`src/rtl/reset_sequencer.sv`:
```
// Staged reset release: synchronises board reset deassertion, then releases
// NUM_STAGES active-low reset domains one at a time, STAGE_GAP cycles apart.
`timescale 1ns/1ps
module reset_sequencer #(
  parameter int NUM_STAGES = 3,
  parameter int STAGE_GAP  = 4,
  parameter int SYNC_DEPTH = 2
) (
  input  logic                  clk,
  input  logic                  reset,
  input  logic                  sw_rst,
  input  logic                  hold,
  output logic [NUM_STAGES-1:0] rst_n_out,
  output logic                  seq_done,
  output logic                  busy
);

  localparam int CW = (STAGE_GAP > 1) ? $clog2(STAGE_GAP) : 1;
  localparam int IW = $clog2(NUM_STAGES + 1);

  typedef enum logic [1:0] {WAIT = 2'd0, SEQ = 2'd1, DONE = 2'd2} state_t;

  state_t                state, state_nxt;
  logic [CW-1:0]         cnt, cnt_nxt;
  logic [IW-1:0]         idx, idx_nxt;
  logic [NUM_STAGES-1:0] rst_nxt;
  logic                  done_nxt;
  logic                  busy_nxt;
  logic [SYNC_DEPTH-1:0] sync;
  logic                  sync_rst_n;

  always_ff @(posedge clk or negedge reset) begin
    if (!reset) sync <= '0;
    else        sync <= {sync[SYNC_DEPTH-2:0], 1'b1};
  end

  assign sync_rst_n = sync[SYNC_DEPTH-1];

  always_ff @(posedge clk or negedge reset) begin
    if (!reset) begin
      state     <= WAIT;
      cnt       <= '0;
      idx       <= '0;
      rst_n_out <= '0;
      seq_done  <= 1'b0;
      busy      <= 1'b0;
    end else begin
      state     <= state_nxt;
      cnt       <= cnt_nxt;
      idx       <= idx_nxt;
      rst_n_out <= rst_nxt;
      seq_done  <= done_nxt;
      busy      <= busy_nxt;
    end
  end

  // Outputs are computed one edge ahead so every output comes straight from a flop.
  always_comb begin
    state_nxt = state;
    cnt_nxt   = cnt;
    idx_nxt   = idx;
    rst_nxt   = rst_n_out;
    done_nxt  = seq_done;
    busy_nxt  = busy;
    if (sw_rst) begin
      state_nxt = WAIT;
      cnt_nxt   = '0;
      idx_nxt   = '0;
      rst_nxt   = '0;
      done_nxt  = 1'b0;
      busy_nxt  = 1'b0;
    end else begin
      case (state)
        WAIT: begin
          if (sync_rst_n) begin
            state_nxt = SEQ;
            cnt_nxt   = '0;
            idx_nxt   = '0;
            busy_nxt  = 1'b1;
          end
        end
        SEQ: begin
          if (!hold) begin
            if (cnt == CW'(STAGE_GAP - 1)) begin
              cnt_nxt = '0;
              idx_nxt = idx + 1'b1;
              for (int k = 0; k < NUM_STAGES; k++) begin
                if (idx == IW'(k)) rst_nxt[k] = 1'b1;
              end
              if (idx == IW'(NUM_STAGES - 1)) begin
                state_nxt = DONE;
                done_nxt  = 1'b1;
                busy_nxt  = 1'b0;
              end
            end else begin
              cnt_nxt = cnt + 1'b1;
            end
          end
        end
        DONE: begin
          rst_nxt  = '1;
          done_nxt = 1'b1;
          busy_nxt = 1'b0;
        end
        default: begin
          state_nxt = WAIT;
        end
      endcase
    end
  end

endmodule
```
`config.mk`:
```
export PLATFORM = sky130hd
export DESIGN_NAME = reset_sequencer
export DESIGN_NICKNAME = d
export VERILOG_FILES = /design/src/rtl/reset_sequencer.sv
export SDC_FILE = /design/constraint.sdc
export NUM_CORES = 1
export LEC_CHECK = 0
export BUFFER_PORTS_ARGS = -buffer_cell sky130_fd_sc_hd__buf_2
export CELL_PAD_IN_SITES_DETAIL_PLACEMENT = 1
export CELL_PAD_IN_SITES_GLOBAL_PLACEMENT = 1
export CORE_MARGIN = 5
export CORE_UTILIZATION = 35
export CTS_CLUSTER_DIAMETER = 150
export DETAILED_ROUTE_END_ITERATION = 7
export PLACE_DENSITY_LB_ADDON = 0.1
export SKIP_CTS_REPAIR_TIMING = 1
export SLEW_MARGIN = 20
export SYNTH_ARGS = -nofsm -noshare
export SYNTH_HDL_FRONTEND = slang
export SYNTH_SLANG_ARGS = --single-unit
```
`constraint.sdc`:
```
create_clock -name clk -period 2.2 [get_ports clk]
set_input_delay 0.33 -clock clk [delete_from_list [all_inputs] [get_ports clk]]
set_output_delay 0.33 -clock clk [all_outputs]
set_load 0.05 [all_outputs]
```
==> results.sh <==
export IMPL_status="completed"
export IMPL_drive_above_1_share=0.203
export IMPL_powerDensity_nw_per_um2=1110
export IMPL_port_buffer_count=8
export IMPL_synth_area_top_cells="dfrtp_1 42%, ha_1 16%, nand2b_1 3.5%, o21ai_0 3.5%, inv_1 3.2%"
export IMPL_endpoint_kind="register"
export IMPL_setup_slack_ns=0.577
export IMPL_yosys_area_share_simple=0.231
export IMPL_crit_type="reg -> reg"
export IMPL_rr_startpoint="state[1]"
export IMPL_final_setup_tns_ns=0
export IMPL_cts_root_buffer="clkbuf_4"
export IMPL_path_max_fanout=6
export IMPL_antenna_found_initial=0
export IMPL_clock_sinks=12
export IMPL_reg2reg_depth=6
export IMPL_nNetsFinal=93
export IMPL_post_synth_fa_ha_maj_area_fraction=0.158
export IMPL_post_route_period_util=0.738
export IMPL_whs_path_depth=0
export IMPL_setup_viol=0
export IMPL_synthCells=68
export IMPL_yosys_warnings=0
export IMPL_wirelength_um=1410
export IMPL_syn_area_per_cell_um2=10.5
export IMPL_drc=0
export IMPL_power_leakage_nw=0.387
export IMPL_grt_max_degree=13
export IMPL_rsz0062_at_grt="false"
export IMPL_design_core_area_um2=1960
export IMPL_hold_viol_final=0
export IMPL_htree_levels=1
export IMPL_diodes=0
export IMPL_netlist_area_um2=714
export IMPL_arrival_ns=1.81
export IMPL_die_h_um=55.2
export IMPL_min_path_type="reg -> reg"
export IMPL_synth_xor_area_share=0
export IMPL_cts_tree="yes"
export IMPL_dpl_worst_slack_ns=0.573
export IMPL_final_cell_mix="12 x dfrtp_1, 9 x ha_1, 8 x buf_2"
export IMPL_first_global_vias=557
export IMPL_gp_congestion=0.717
export IMPL_power_total_uw=916
export IMPL_cp_start_kind="register"
export IMPL_postLayoutCellArea_um2=822
export IMPL_muxShareOfSynthArea=0.0140
export IMPL_synth_compound_area_frac=0.123
export IMPL_via_per_inst=4.81
export IMPL_rows=16
export IMPL_drt_pre_antenna_iters=2
export IMPL_grt_pass1_wl_um=2500
export IMPL_clkTransAtPathRegs_ns=0.09
export IMPL_r2r_setup_slack_ns=0.58
export IMPL_synth_top_family_by_area="simple AND/OR/NAND/NOR gates"
export IMPL_finalMaxSlewViolations=0
export IMPL_gr_total_overflow=0
export IMPL_cts_buffer_depth=2
export IMPL_fin_util=0.419
export IMPL_dp_hpwl_um=1080
export IMPL_die_x_um=55.2
export IMPL_timing_fmax_mhz=616
export IMPL_fin_skew_ns=0.0130
export IMPL_min_to="sync[1]"
export IMPL_place_area_um2=776
export IMPL_ys_seq_area_frac=0.420
export IMPL_regToRegEndpoint="state[0]"
export IMPL_fillers=241
export IMPL_synth_fp_nets=81
export IMPL_layout_cells_non_filler=106
export IMPL_max_cap_violations=0
export IMPL_grt_total_usage=0.122
export IMPL_cp_required_ns=2.39
export IMPL_ir_drop_uv=527
export IMPL_routedWlPerCell_um=13.3
export IMPL_area_growth_pct=15.1
export IMPL_initial_core_util=0.364
export IMPL_min_from="sync[0]"
export IMPL_yosys_area_top_type="dfrtp_1"
export IMPL_placed_cells=101
export IMPL_yosysUniqueCellTypes=27
export IMPL_vias=510
export IMPL_synth_top_area_frac=0.420
export IMPL_final_common_cell="dfrtp_1"
export IMPL_drt_iter0_drc=1
export IMPL_insertion_delay_ns=0.29
export IMPL_io_pins=9
export IMPL_dieArea_um2=3040
export IMPL_cts_buffers=3
export IMPL_ant_nets=0
export IMPL_holdWs_ns=0.338
export IMPL_ys_seq_elements=12
export IMPL_period_minus_slack_ns=1.62
==> worst max path at each step <==
stage               cells past startpoint        to  slack, ns      from
detailed placement                      6  state[0]       0.57  state[1]
global route                            6      busy       0.41  state[1]
global placement                        6  state[0]       0.58  state[1]
CTS                                     6  state[0]       0.56  state[1]
floorplan                               6  state[0]       0.73  state[1]
finish                                  6  state[0]       0.58  state[1]
==> where the power goes <==
group	internal (mW)	switching, mW	total, mW
Clock	0.101	0.0822	0.183
Combinational	0.154	0.281	0.435
Sequential	0.265	0.0329	0.298
Total	0.520	0.396	0.916
==> state kept, by name, indices dropped and copies added, names as in the netlist <==
register and cells:
idx 2, busy 1, state 2, sync 2, cnt 2, rst_n_out 3
==> synth_stat cells, drive strengths merged <==
cell and n:
buf 2, nor3 4, nand2b 4, nor2 2
and4b 1, nor2b 2, a31oi 1, and4bb 1
a21o 2, nor4 1, o21ai 5, nand2 4
inv 6, ha 9, a211oi 1, nand4 1
a31o 1, or2b 1, nor3b 3, dfrtp 12
mux2i 1, a21oi 2, or2 1, conb 1
==> per-layer routing <==
layer | part of all wire | global-route usage | routed length [um]
met1 | 0.44 | 0.139 | 619
met2 | 0.48 | 0.197 | 680
met3 | 0.053 | 0.0483 | 75
met4 | 0.025 | 0.0607 | 36
met5 | 0 | 0 | 0
==> final cells by class <==
class	instances	area, um^2	area share
Clock buffer	4	36.3	0.0441
Multi-Input combinational cell	48	379	0.461
Tap cell	27	33.8	0.0411
Sequential cell	12	300	0.365
Inverter	6	22.5	0.0274
Timing Repair Buffer	9	50.0	0.0609
==> critical path, cell delays in order, from the launching register on <==
cell	delay (ns)
dfrtp_1	0.40
inv_1	0.13
ha_1	0.29
nand2_2	0.12
and4b_4	0.23
and4bb_1	0.18
a31o_1	0.18
==> kinds of logic (layout without fill, tap and decap cells) <==
group / after synthesis / after routing
flip-flops: 12 / 12
buffers and inverters: 8 / 19
adder cells (fa/ha/maj): 9 / 9
multiplexers: 1 / 1
AO/OA/AOI/OAI: 12 / 12
other: 1 / 1
AND/OR/NAND/NOR: 25 / 25
Power figures use the tool's default switching activity.
